[src/rtl/generic_fifo_mn_flow.sv]
// ---------------------------------------------------------------------------
// generic_fifo_mn_flow
//   Multi-write / multi-read FIFO. Up to NUM_WR lanes push per cycle and are
//   compacted into consecutive slots. Up to NUM_RD entries pop per cycle. The
//   depth need not be a power of two.
//
// Ports
//   i_clk, i_reset     rising-edge clock, synchronous active-high reset
//   i_data, i_psh      per-lane write data / write valid (any lane pattern)
//   o_psh_acc          per-lane accept, combinational, same cycle
//   i_pop_cnt          entries to pop this cycle (0..NUM_RD)
//   o_data, o_rd_vld   lane j = entry at head+j, valid when j < occupancy
//   o_cnt, o_free      occupancy / ENTRIES - occupancy
//   o_full, o_empty, o_afull   status flags from registered occupancy
//   o_ovf, o_udf       sticky overflow / underflow
//   i_flush, i_err_clr discard contents / clear sticky errors
//   o_rdptr, o_wrptr   head / tail index, always 0..ENTRIES-1
// ---------------------------------------------------------------------------
module generic_fifo_mn_flow #(
  parameter int DATA_WIDTH   = 32,
  parameter int ENTRIES      = 12,
  parameter int NUM_WR       = 4,
  parameter int NUM_RD       = 3,
  parameter int AFULL_THRESH = ENTRIES - NUM_WR,
  localparam int ADDR_SIZE   = (ENTRIES == 1) ? 1 : $clog2(ENTRIES),
  localparam int RCW         = $clog2(NUM_RD + 1)
) (
  input  logic                                i_clk,
  input  logic                                i_reset,
  input  logic [NUM_WR-1:0][DATA_WIDTH-1:0]   i_data,
  input  logic [NUM_WR-1:0]                   i_psh,
  output logic [NUM_WR-1:0]                   o_psh_acc,
  input  logic [RCW-1:0]                      i_pop_cnt,
  output logic [NUM_RD-1:0][DATA_WIDTH-1:0]   o_data,
  output logic [NUM_RD-1:0]                   o_rd_vld,
  output logic [ADDR_SIZE:0]                  o_cnt,
  output logic [ADDR_SIZE:0]                  o_free,
  output logic                                o_full,
  output logic                                o_empty,
  output logic                                o_afull,
  output logic                                o_ovf,
  output logic                                o_udf,
  input  logic                                i_flush,
  input  logic                                i_err_clr,
  output logic [ADDR_SIZE:0]                  o_rdptr,
  output logic [ADDR_SIZE:0]                  o_wrptr
);

  localparam int CW = ADDR_SIZE + 1;
  typedef logic [CW-1:0] cnt_t;

  localparam cnt_t ENT    = cnt_t'(ENTRIES);
  localparam cnt_t AFULL  = cnt_t'(AFULL_THRESH);
  localparam cnt_t RD_MAX = cnt_t'(NUM_RD);
  localparam cnt_t ONE    = cnt_t'(1);

  // Both operands are below ENTRIES, so the sum is below 2*ENTRIES and one
  // conditional subtraction brings it back into range for any depth.
  function automatic cnt_t wrap(input cnt_t a);
    return (a >= ENT) ? a - ENT : a;
  endfunction

  logic [DATA_WIDTH-1:0] mem [ENTRIES];

  cnt_t rdptr, wrptr, cnt, free;
  logic ovf, udf;

  logic [ADDR_SIZE-1:0] wr_addr [NUM_WR];
  logic [NUM_WR-1:0]    acc;
  cnt_t                 acc_cnt, pop_req, pop_eff;
  logic                 ovf_evt, udf_evt;

  assign free = ENT - cnt;

  // Write compaction. Valid lanes take ranks in lane order; once a rank
  // reaches the free space every later valid lane is rejected too, so the
  // running accept count equals the rank of each accepted lane.
  // NOTE: every always_comb output gets a default before any branch, so no
  // path leaves a signal unassigned and no latch is inferred.
  always_comb begin
    acc     = '0;
    acc_cnt = '0;
    ovf_evt = 1'b0;
    for (int i = 0; i < NUM_WR; i++) begin
      wr_addr[i] = ADDR_SIZE'(wrap(wrptr + acc_cnt));
      if (i_psh[i]) begin
        if (acc_cnt < free) begin
          acc[i]  = 1'b1;
          acc_cnt = acc_cnt + ONE;
        end else begin
          ovf_evt = 1'b1;
        end
      end
    end
  end

  // Pop request: clamp to the lane count, then to the occupancy. Asking for
  // more than either is an underflow.
  always_comb begin
    pop_req = cnt_t'(i_pop_cnt);
    udf_evt = 1'b0;
    if (pop_req > RD_MAX) begin
      pop_req = RD_MAX;
      udf_evt = 1'b1;
    end
    if (pop_req > cnt) begin
      pop_eff = cnt;
      udf_evt = 1'b1;
    end else begin
      pop_eff = pop_req;
    end
  end

  // Read lanes show registered contents only; a push becomes visible the
  // cycle after it is accepted.
  always_comb begin
    for (int j = 0; j < NUM_RD; j++) begin
      o_rd_vld[j] = cnt_t'(j) < cnt;
      o_data[j]   = o_rd_vld[j] ? mem[ADDR_SIZE'(wrap(rdptr + cnt_t'(j)))]
                                : '0;
    end
  end

  // NOTE: sequential state uses non-blocking assignments so every register
  // samples the pre-edge values regardless of statement order.
  always_ff @(posedge i_clk) begin
    if (i_reset) begin
      rdptr <= '0;
      wrptr <= '0;
      cnt   <= '0;
      ovf   <= 1'b0;
      udf   <= 1'b0;
    end else begin
      if (i_flush) begin
        rdptr <= '0;
        wrptr <= '0;
        cnt   <= '0;
      end else begin
        rdptr <= wrap(rdptr + pop_eff);
        wrptr <= wrap(wrptr + acc_cnt);
        cnt   <= cnt + acc_cnt - pop_eff;
      end
      // A fresh error in the clearing cycle keeps the flag set. Pops are
      // ignored during a flush, so they cannot underflow.
      ovf <= ovf_evt | (ovf & ~i_err_clr);
      udf <= (udf_evt & ~i_flush) | (udf & ~i_err_clr);
    end
  end

  // NOTE: storage has no reset; occupancy alone decides which entries are
  // visible, so stale contents can never reach a valid read lane.
  always_ff @(posedge i_clk) begin
    if (!i_reset && !i_flush) begin
      for (int i = 0; i < NUM_WR; i++) begin
        if (acc[i]) mem[wr_addr[i]] <= i_data[i];
      end
    end
  end

  assign o_psh_acc = acc;
  assign o_cnt     = cnt;
  assign o_free    = free;
  assign o_full    = (cnt == ENT);
  assign o_empty   = (cnt == '0);
  assign o_afull   = (cnt >= AFULL);
  assign o_ovf     = ovf;
  assign o_udf     = udf;
  assign o_rdptr   = rdptr;
  assign o_wrptr   = wrptr;

endmodule

[config.mk]
export PLATFORM = sky130hd
export DESIGN_NAME = generic_fifo_mn_flow
export DESIGN_NICKNAME = d
export VERILOG_FILES = /design/src/rtl/generic_fifo_mn_flow.sv
export SDC_FILE = /design/constraint.sdc
export NUM_CORES = 2
export LEC_CHECK = 0
export CAP_MARGIN = 20
export CORE_MARGIN = 2
export CORE_UTILIZATION = 61
export CTS_CLUSTER_SIZE = 8
export DETAILED_ROUTE_END_ITERATION = 6
export PLACE_DENSITY = 0.82
export RECOVER_POWER = 50
export SKIP_LAST_GASP = 1
export SYNTH_ARGS = -nofsm -noshare
export SYNTH_HDL_FRONTEND = slang
export SYNTH_SLANG_ARGS = --single-unit
[constraint.sdc]
create_clock -name i_clk -period 11.2 [get_ports i_clk]
set_clock_uncertainty 0.2 [all_clocks]
set_input_delay 2.24 -clock i_clk [delete_from_list [all_inputs] [get_ports i_clk]]
set_output_delay 2.24 -clock i_clk [all_outputs]
set_load 0.005 [all_outputs]
==> summary.txt <==
Clock tree
  – # H-tree levels: 2
  – Clock transition at path regs: 0.05 ns
  – # hold bufs at CTS: 0
  – Postcts setup bufs: 0
  – CTS root buffer: clkbuf_16
  – TritonCTS clock tree: done
  – CTS Sinks: 401
  – CTS buffer count: 56
  – CTS max path bufs: 3
  – Skew-Pair Late Insertion Delay: 0.64 ns
  – Post-CTS Resized: 0

Power
  – Psw: 3780 uW
  – Internal: 4860 uW
  – Power per standard cell area: 209 nW/um^2
  – Peak VDD IR: 227 uV
  – Clk pwr share: 18.3%
  – Reg power frac: 24.0%
  – Switching Share: 43.7%
  – Comb power frac: 57.7%
  – Leakage: 0.0149 uW

Synth
  – FF+latch count, synth: 401
  – Syn avg cell area: 10.2 sq um
  – Top_reg_cell synth: edfxtp_1
  – Cell variety after synth: 75
  – EDFF count, synth: 384
  – Post-Syn Area: 37300 sq um
  – Post-Synthesis Cells: 3656
  – Asr flop ratio synth: 0%
  – Post-synthesis sequential area ratio: 31.8%
  – Synth warn: 0

Timing
  – Setup TNS: 0 ns
  – Final Cycle Share: 86.0%
  – Slack of the critical path: 1.57 ns
  – Worst-margin pin slew: 3.28 ns
  – RSZ-0062 raised after global routing: no
  – Fmax: 0.104 GHz
  – Slew headroom: -119%
  – Final Hold Viols: 0
  – Count of pins over their slew limit: 405
  – Min cycle time layout: 9.63 ns
  – Hold_ws: 0.292 ns
  – Final setup fails: 0

Placement
  – Post-DP Area: 39900 sq um
  – HPWL Detailed: 79.7 mm
  – GPL Wtd Cong: 0.913
  – Post-Place Worst Slack: 2.63 ns
  – Port Buffer Count: 265

Global routing
  – Largest net degree at the start of global routing: 97
  – GRT Residual Overflow: 0
  – Number of global-route vias before repair: 33200
  – Initial antenna violation count: 9
  – GRT Resource Usage Total: 42.0%
  – First-pass GRT wire length: 201 mm

Routing
  – Routed WL: 135 mm
  – Vias: 33600
  – DRT iter0 DRCs: 5581
  – DRC: 0
  – Mean routed wirelength per cell: 30.8 um
  – Pre-antenna DRT Iters: 7
  – Post-route ant nets: 0
  – DR vias/cell: 7.67

Status
  – Outcome: finished, violations left
  – Failing checks: capacitance limit, slew limit

Worst hold path
  – Hold WC Path Type: flip-flop to flip-flop
  – Hold Path Origin: o_udf
  – Hold Crit Depth: 2
  – Hold path endpoint: o_udf

Worst setup path
  – Reg2reg start: o_cnt[0]
  – Critical Path Source: o_rdptr[0]
  – Worst EP required: 8.76 ns
  – Worst reg-to-reg path cell count: 20
  – Crit end category: output port
  – Max FO, Critical Path: 64
  – Startpoint Class: flip-flop
  – R2R Path End: mem[6][18]
  – CP Class: flip-flop to output port
  – Worst Path Arrival: 7.19 ns
  – R2r setup slk: 2.69 ns

Job
  – Max-cap violations: 13

Layout
  – Most common cell after layout, fill and taps aside: mux2i_1
  – Layout area overhead: 10.8%
  – Commonest non-fill, non-tap cells in the layout: mux2i_1 (437), edfxtp_1 (384), nor2_1 (323)
  – Final nets: 3769
  – Fraction of layout cells with a size suffix above 1: 19.1%
  – Final instance area: 41300 sq um

Floorplan
  – Core Area: 60400 sq um
  – Die W: 251 um
  – Cell Rows: 90
  – Chip height: 251 um
  – Die Area: 63100 sq um
  – I/O Pins: 266
  – Starting density of the core: 61.8%
## area by class of cell
cell class              count  area (sq um)
multi-input cells        2745         23600
fillers                  4353         19000
flip-flops and latches    401         11900
repair buffers            337          3220
clock buffers              67          1440
well taps                 782           978
inverters                  42           163
clock inverters             5          52.6
diodes                      5          12.5
## cell usage after synthesis, types with 4 or more instances
master / count / area [sq um]
buf_4: 14 / 105
o21ai_1: 23 / 115
buf_1: 30 / 113
nand3_1: 12 / 60.1
mux2i_1: 437 / 4370
fa_1: 5 / 100
nor2b_1: 9 / 56.3
nand4_1: 6 / 37.5
nand2b_1: 7 / 43.8
clkbuf_1: 370 / 1390
a21o_1: 10 / 75.1
o21ai_0: 270 / 1350
xor2_1: 11 / 96.3
nor3_2: 4 / 40.0
nor3_1: 162 / 811
o31ai_1: 18 / 135
dfxtp_1: 17 / 340
or4_1: 4 / 30.0
mux2_1: 28 / 315
a211o_1: 4 / 35.0
a21oi_1: 246 / 1230
a22o_1: 112 / 981
nand2_1: 241 / 905
edfxtp_1: 384 / 11500
and3_1: 102 / 638
nor2_1: 323 / 1210
ha_1: 43 / 538
nor3b_1: 9 / 67.6
inv_1: 41 / 154
or3_1: 6 / 37.5
and2_1: 12 / 75.1
xnor2_1: 15 / 131
mux4_2: 288 / 6490
mux2_2: 213 / 2400
buf_2: 56 / 280
a211oi_1: 67 / 503
## worst max-delay path, cell delays in order (launching register included)
cell	delay, ns
dfxtp_1	1.69
inv_4	0.69
ha_1	0.54
a211o_1	0.40
o21ai_4	0.07
clkbuf_2	1.53
nor2_1	0.26
a211oi_1	0.63
dlygate4sd3_1	0.67
## state kept, by name, indices dropped and copies added, names as in the netlist
signal / cells
o_wrptr: 5
o_rdptr: 5
mem: 384
o_cnt: 5
o_ovf: 1
o_udf: 1
## logic make-up (layout without fill, tap and decap cells)
kind of cell / after synthesis / count (layout) / share of synthesized area (%)
other cells: 1 / 11 / 0.0101
fa+ha+maj: 48 / 48 / 1.71
simple gates: 919 / 919 / 11.3
xor+xnor: 26 / 26 / 0.611
buf+inv: 515 / 451 / 5.57
mux: 966 / 966 / 36.4
flops: 401 / 401 / 31.8
compound gates: 780 / 780 / 12.6
## layer usage
layer	share of wire, %	GRT usage, %	up-vias	wire length, um
li1	-	-	13800	-
met1	32	50.6	15700	42900
met2	43	62.8	3295	58300
met3	17	16.0	848	23000
met4	8.1	28.4	8	10900
met5	0.037	0	-	50
## power by group through the flow
stage / Clock [uW] / Combinational, uW / Sequential, uW
2_1_floorplan: 0 / 3030 / 2010
3_5_place_dp: 0 / 4860 / 2090
3_3_place_gp: 0 / 4780 / 2080
6_report: 1580 / 4990 / 2080
4_1_cts: 1560 / 4880 / 2070
5_1_grt: 1620 / 5160 / 2090
## metrics by stage
stage | power [uW] | instances | util [%]
floorplan | 5040 | 3661 | -
global placement | 6860 | 4304 | 66.1
detailed placement | 6960 | 4304 | 66.1
CTS | 8520 | 4376 | 68.6
global route | 8870 | 4383 | 68.5
finish | 8640 | 4384 | 68.5
## worst max path at each step
stage | to | slack (ns) | depth (start not counted)
floorplan | mem[0][0] | 2.75 | 20
global placement | mem[8][13] | 2.85 | 19
detailed placement | mem[8][14] | 2.63 | 19
CTS | o_data[13] | 2.91 | 11
global route | o_data[43] | 1.32 | 7
finish | o_data[5] | 1.57 | 8
(Power assumes the default switching activity.)
